`config.mk`:
```
export PLATFORM = sky130hd
export DESIGN_NAME = ram_bist
export DESIGN_NICKNAME = d
export VERILOG_FILES = /design/src/rtl/ram_bist.sv
export SDC_FILE = /design/constraint.sdc
export NUM_CORES = 1
export LEC_CHECK = 0
export ABC_AREA = 1
export ABC_CLOCK_PERIOD_IN_PS = 3900
export BUFFER_PORTS_ARGS = -buffer_cell sky130_fd_sc_hd__buf_2
export CAP_MARGIN = 40
export CORE_UTILIZATION = 58
export CTS_BUF_LIST = sky130_fd_sc_hd__clkbuf_4
export DETAILED_ROUTE_END_ITERATION = 6
export PLACE_DENSITY = 0.87
export SLEW_MARGIN = 20
export SYNTH_ARGS = -nofsm -noshare
export SYNTH_HDL_FRONTEND = slang
export SYNTH_SLANG_ARGS = --single-unit
```
`constraint.sdc`:
```
create_clock -name clk -period 3.9 [get_ports clk]
set_input_delay 0.975 -clock clk [delete_from_list [all_inputs] [get_ports clk]]
set_output_delay 0.975 -clock clk [all_outputs]
set_load 0.01 [all_outputs]
```
`src/rtl/ram_bist.sv`:
```
// ram_bist: march-style BIST engine driving a synchronous RAM (write pattern, read/compare, repeat inverted)
//   Ports: clk, rst (async active-high), start
//          ram_we/ram_addr/ram_din -> RAM, ram_dout <- RAM (registered read data)
//          busy, done (sticky), pass, err_count (saturating), fail_addr, fail_data
//   Optional macro RAM_BIST_ADDR_PATTERN_EN: pattern becomes PATTERN ^ addr to catch address aliasing.
module ram_bist #(
  parameter int ADDR_WIDTH = 4,
  parameter int DATA_WIDTH = 8,
  parameter logic [DATA_WIDTH-1:0] PATTERN = 8'h55
) (
  input  logic                  clk,
  input  logic                  rst,
  input  logic                  start,
  output logic                  ram_we,
  output logic [ADDR_WIDTH-1:0] ram_addr,
  output logic [DATA_WIDTH-1:0] ram_din,
  input  logic [DATA_WIDTH-1:0] ram_dout,
  output logic                  busy,
  output logic                  done,
  output logic                  pass,
  output logic [ADDR_WIDTH+1:0] err_count,
  output logic [ADDR_WIDTH-1:0] fail_addr,
  output logic [DATA_WIDTH-1:0] fail_data
);
  typedef enum logic [2:0] {IDLE, WR0, RD0, WR1, RD1, FIN} state_t;
  state_t state_q, state_d;
  logic [ADDR_WIDTH-1:0] addr_q, addr_d, cmp_addr_q, cmp_addr_d, fail_addr_q, fail_addr_d;
  logic [DATA_WIDTH-1:0] cmp_exp_q, cmp_exp_d, fail_data_q, fail_data_d, p_cur;
  logic [ADDR_WIDTH+1:0] err_q, err_d, err_nxt;
  logic cmp_valid_q, cmp_valid_d, done_q, done_d, pass_q, pass_d, miscmp, last;
`ifdef RAM_BIST_ADDR_PATTERN_EN
  assign p_cur = PATTERN ^ DATA_WIDTH'(addr_q);
`else
  assign p_cur = PATTERN;
`endif
  assign last    = &addr_q;
  assign miscmp  = cmp_valid_q && (ram_dout != cmp_exp_q);
  assign err_nxt = (miscmp && !(&err_q)) ? err_q + 1'b1 : err_q;
  always_ff @(posedge clk or posedge rst) begin
    if (rst) begin
      state_q     <= IDLE;
      addr_q      <= '0;
      cmp_valid_q <= 1'b0;
      cmp_addr_q  <= '0;
      cmp_exp_q   <= '0;
      err_q       <= '0;
      fail_addr_q <= '0;
      fail_data_q <= '0;
      done_q      <= 1'b0;
      pass_q      <= 1'b0;
    end else begin
      state_q     <= state_d;
      addr_q      <= addr_d;
      cmp_valid_q <= cmp_valid_d;
      cmp_addr_q  <= cmp_addr_d;
      cmp_exp_q   <= cmp_exp_d;
      err_q       <= err_d;
      fail_addr_q <= fail_addr_d;
      fail_data_q <= fail_data_d;
      done_q      <= done_d;
      pass_q      <= pass_d;
    end
  end
  always_comb begin
    state_d     = state_q;
    addr_d      = (state_q inside {WR0, RD0, WR1, RD1}) ? addr_q + 1'b1 : addr_q;
    cmp_valid_d = state_q inside {RD0, RD1};
    cmp_addr_d  = addr_q;
    cmp_exp_d   = (state_q == RD1) ? ~p_cur : p_cur;
    err_d       = err_nxt;
    // only the first miscompare of a run is recorded
    fail_addr_d = (miscmp && err_q == '0) ? cmp_addr_q : fail_addr_q;
    fail_data_d = (miscmp && err_q == '0) ? ram_dout : fail_data_q;
    done_d      = done_q;
    pass_d      = pass_q;
    case (state_q)
      IDLE: if (start) begin
        state_d     = WR0;
        done_d      = 1'b0;
        pass_d      = 1'b0;
        err_d       = '0;
        fail_addr_d = '0;
        fail_data_d = '0;
      end
      WR0: state_d = last ? RD0 : WR0;
      RD0: state_d = last ? WR1 : RD0;
      WR1: state_d = last ? RD1 : WR1;
      RD1: state_d = last ? FIN : RD1;
      FIN: begin
        state_d = IDLE;
        done_d  = 1'b1;
        pass_d  = (err_nxt == '0);
      end
      default: state_d = IDLE;
    endcase
  end
  assign ram_we    = state_q inside {WR0, WR1};
  assign ram_addr  = addr_q;
  assign ram_din   = (state_q == WR0) ? p_cur : (state_q == WR1) ? ~p_cur : '0;
  assign busy      = state_q != IDLE;
  assign done      = done_q;
  assign pass      = pass_q;
  assign err_count = err_q;
  assign fail_addr = fail_addr_q;
  assign fail_data = fail_data_q;
endmodule

```
### Word level (Yosys, flattened, before mapping)

Cells that the tools add are included.

* $lt $le $gt $ge: 0
* add/sub/neg operators: 2
* equality and inequality tests: 7
* bitwise logic cells: 0
* reduce and logical (&&, ||, !) cells: 15
* $mul: 0
* divide/modulo/power cells: 0
* mux-type cells: 21
* shift-type cells: 0

Operators by type and width (count)
* 8-bit two-way mux: 6
* 6-bit two-way mux: 3
* 3-bit one-hot mux with 5 select lines: 1
* 6-bit logical NOT: 2
* 4-bit two-way mux: 3
* 8-bit != test: 1
* 6-bit by 1-bit adder with 6-bit output, second input constant: 1
* 3-bit by 2-bit == test with 1-bit output, second input constant: 2
* 3-bit == test, second input constant: 2
* 3-bit two-way mux: 2
* 6-bit AND reduction: 1
* 2-bit nonzero test: 3
* 4-bit by 1-bit adder with 4-bit output, second input constant: 1
* 1-bit one-hot mux with 2 select lines: 2
* 4-bit AND reduction: 1
* 4-bit nonzero test: 1
* 3-bit by 1-bit == test with 1-bit output, second input constant: 1
* 1-bit logical AND: 3
* 3-bit logical NOT: 1
* 1-bit two-way mux: 3
* 3-bit nonzero test: 1
* 2-bit two-way mux: 1
* 2-bit != test, second input constant: 1
* 2-bit AND reduction: 1
* 1-bit logical NOT: 1

* ROM bits: 0
* input bits: 11
* bits in latches: 0
* flip-flop bits (word level): 40
* RAM bits: 0
* memories kept: 0
* output and inout bits: 34
* word-level logic and storage cells: 55

### Longest topological paths before layout

* depth in word-level cells: 6
* mapped depth: 12
* depth with buffers taken out: 12

### Least setup slack after synthesis

Ideal clock, no wire load.

* path kind: register to output
* start point: register state_q[0]
* end point: output ram_din[3]
* setup slack: 1.687 ns
* buffers on the path: 1
* cell stages (with the launch flop): 6
* data arrival time: 1.238 ns
* required time: 2.925 ns
* cells stage by stage: dfrtp_1 -> inv_1 -> nor2_1 -> inv_1 -> nor2_1 -> buf_4

* longest elaborated chain between the ends: 3
* elaborated cells between the ends (all ways): 4
* classes of those cells: 2 x eq/ne; 2 x mux

RTL lines
* start: declaration: RTL line 26 `state_t state_q, state_d;`
* start signal: assignment: RTL line 52 `state_q <= state_d;`
* 3-bit by 2-bit == test with 1-bit output: RTL line 99 `assign ram_din = (state_q == WR0) ? p_cur : (state_q == WR1) ? ~p_cur : '0;`
* 8-bit two-way mux: RTL line 99
* 8-bit two-way mux (*): RTL line 99
* end: declaration: RTL line 16 `output logic [DATA_WIDTH-1:0] ram_din,`

Every way passes the cells marked *; elsewhere a longest branch is shown, timed or not.

### Worst setup path after layout

* start point: register state_q[0]
* end point: output ram_din[0]

* longest elaborated chain between the ends: 2

RTL lines (RTL line)
* 3-bit by 1-bit == test with 1-bit output: 99
* 8-bit two-way mux: 99

Every way passes these cells.

==> results.yml <==
synth:
  yosys.area.top_type: "dfrtp_1"
  synth-seq-area-share_pct: 51.1
  syn_nets: 210
  synth-async-reset-ratio_pct: 100
  synth.cell_area_mm2: 0.00167
  synth-edff-count: 0
  avgSynthCellArea_um2: 8.50
  yosys.area_share.simple_pct: 20.7
  synth_compound_area_share_pct: 9.84
  netlist_instances: 196
  synth_top_family_by_area: "simple AND/OR/NAND/NOR gates"
  ys_warn_count: 0
  ys_ff_latch: 34
  synth_top_area_share_pct: 51.1
  synth.area.mux_share_pct: 0.676
  synth.area.top_cells: "dfrtp_1, inv_1, nand2_1, o21ai_0, nor2_1"
  synthXorXnorAreaFrac_pct: 3.16
  ys.flop_type: "dfrtp_1"
  ys_types: 24
  synthAdderAreaFrac_pct: 2.25
cts:
  cts_setup_buffers: 0
  holdBufCountCts: 0
  numCtsBuffers: 5
  post_cts_resized: 0
  cts-root-buf: "clkbuf_4"
  clk_path_buf_depth: 2
  htree_levels: 2
  cts_tree: "yes"
  clk_transition_reported_paths_ns: 0.12
  cts.sink_count: 34
  worst_skew_pair.late_latency_ns: 0.33
placement:
  io_buffers: 44
  place_hpwl_um: 2250
  placed_cells: 263
  place_congestion: 0.839
power_and_ir_drop:
  p_sw_share_pct: 40.3
  power_uw: 1270
  powerDensity_mw_per_mm2: 659
  p_int_uw: 759
  p_comb_share_pct: 39.5
  switching_power_uw: 512
  clock_power_share_pct: 15.4
  p_seq_share_pct: 45.1
  ir_drop_v: 0.000487
  p_leak_uw: 0.00106
drt:
  drt-total-wl_um: 3030
  drt_iter0_drc: 53
  drt-wirelength-per-cell_um: 11.2
  viasPerCell: 4.98
  ant_nets: 0
  firstDrtPassIters: 4
  vias: 1349
  drc: 0
outcome:
  status: "complete, no violations"
layout:
  syn2layout_area_growth_pct: 15.9
  nets: 253
  most-common-layout-cells: "buf_2, inv_1, dfrtp_1"
  utilization_pct: 70.6
  fin_cells: 271
  antenna_cells: 0
  final_common_cell: "buf_2"
  layout-drive-gt1-share_pct: 25.4
floorplanning:
  core_area_mm2: 0.00273
  ios: 45
  rows: 19
  initial_core_util_pct: 60.9
  die_area_mm2: 0.00309
  dieWidth_um: 55.6
  die_h_um: 55.6
global_route:
  grt-ovfl-total: 0
  grt_pass1_vias: 1251
  grt_max_degree: 35
  antenna_found_initial: 0
  grt_pass1_wl_um: 5350
  track_usage_pct: 22.5
critical_path:
  crit_path_start_kind: "flop"
  cp_data_required_time_ns: 2.92
  max_stage_delay_ns: 0.43
  critPathKind: "reg -> out"
  cp_slowest_cell: "dfrtp_1"
  timing.rr.start: "err_count[0]$_DFF_PP0_"
  worst-path-max-fanout: 5
  rrSetupSlack_ns: 1.82
  worstPathCellList: "inv_1 > nor2_1 > inv_1 > nor2_1 > buf_2"
  worstReg2RegEnd: "fail_data[2]$_DFF_PP0_"
  end_kind: "output pin"
  worstPathArrival_ns: 1.47
  rr_worst_depth: 7
timing:
  hold_viol: 0
  relSlewSlack_pct: 52.5
  rsz0062_at_grt: "false"
  final-max-slew-violation-count: 0
  finClkSkew_ns: 0.0109
  fin_crit_sh_pct: 62.8
  setup_viol: 0
  hold_slack_ns: 0.443
  fmax_ghz: 0.409
  period_minus_slack_ns: 2.45
  tns_ns: 0
  tightestPinTransition_ns: 0.711
min_path:
  worstHoldStart: "ram_addr[3]$_DFFE_PP0P_"
  min_to: "cmp_addr_q[3]$_DFF_PP0_"
  hold_path_depth: 0
  hp-class: "reg -> reg"
run:
  maxCapViolCount: 0
## power by group through the flow
stage	clock network, µW	registers (µW)	logic [µW]
2_1_floorplan	0	614	319
3_3_place_gp	0	577	492
3_5_place_dp	0	584	504
4_1_cts	201	576	507
5_1_grt	216	594	564
6_report	196	574	502
## registers in the layout, summed over array words and instances, names as in the netlist
| register | flops |
|---|---|
| cmp_exp_q | 2 |
| cmp_valid_q | 1 |
| err_count | 6 |
| fail_data | 8 |
| cmp_addr_q | 4 |
| pass | 1 |
| fail_addr | 4 |
| ram_addr | 4 |
| done | 1 |
| state_q | 3 |
## per-layer routing
layer  vias to the layer above  GRT usage [%]  part of all wire (%)
met4                         0           9.64                   1.9
met5                         -              0                     0
met2                        34           35.6                    46
met1                       613           28.8                    47
met3                         6           6.74                   5.3
li1                        696              -                     -
## critical path, delay by kind of cell (launching register included)
family,cells,cell delay [ns]
flip-flops,1,0.43
AND/OR/NAND/NOR,2,0.34
buffers and inverters,3,0.36
## logic make-up after synthesis
kind of cell,count (synthesis)
AOI/OAI and AO/OA,31
xor gates and xnor gates,6
adders and majority gates,3
buffers and inverters,47
DFF,34
muxes,1
and+or+nand+nor,74
## per-stage QoR
step,setup slack [ns],cell area (µm²)
global placement,1.39,1870
finish,1.45,1930
floorplan,1.69,1670
global route,1.28,1930
CTS,1.42,1930
detailed placement,1.37,1870
## how the worst max path moves through the flow
| stage | slack, ns | to | from | depth (start not counted) |
|---|---|---|---|---|
| floorplan | 1.69 | ram_din[3] | state_q[0]$_DFFE_PP0P_ | 5 |
| global placement | 1.39 | fail_data[0]$_DFF_PP0_ | ram_dout[1] | 9 |
| detailed placement | 1.37 | fail_data[2]$_DFF_PP0_ | ram_dout[7] | 9 |
| CTS | 1.42 | ram_din[6] | state_q[0]$_DFFE_PP0P_ | 5 |
| global route | 1.28 | ram_din[7] | state_q[0]$_DFFE_PP0P_ | 5 |
| finish | 1.45 | ram_din[0] | state_q[0]$_DFFE_PP0P_ | 5 |
## synthesized netlist by cell type (2+ instances only)
cell type / number
a21oi_1: 13
buf_4: 7
dfrtp_1: 34
ha_1: 3
inv_1: 38
nand2_1: 29
nand2_2: 3
nand3_1: 12
nand4_1: 5
nor2_1: 18
nor3_1: 3
o21ai_0: 15
xnor2_1: 4
xor2_1: 2
## area by class of cell
cell class,count,area [µm²]
inverters,38,143
clock inverters,3,21.3
multi-input cells,115,611
well taps,31,38.8
fillers,230,805
clock buffers,5,37.5
flip-flops and latches,34,851
repair buffers,45,228
Power figures use the tool's default switching activity.
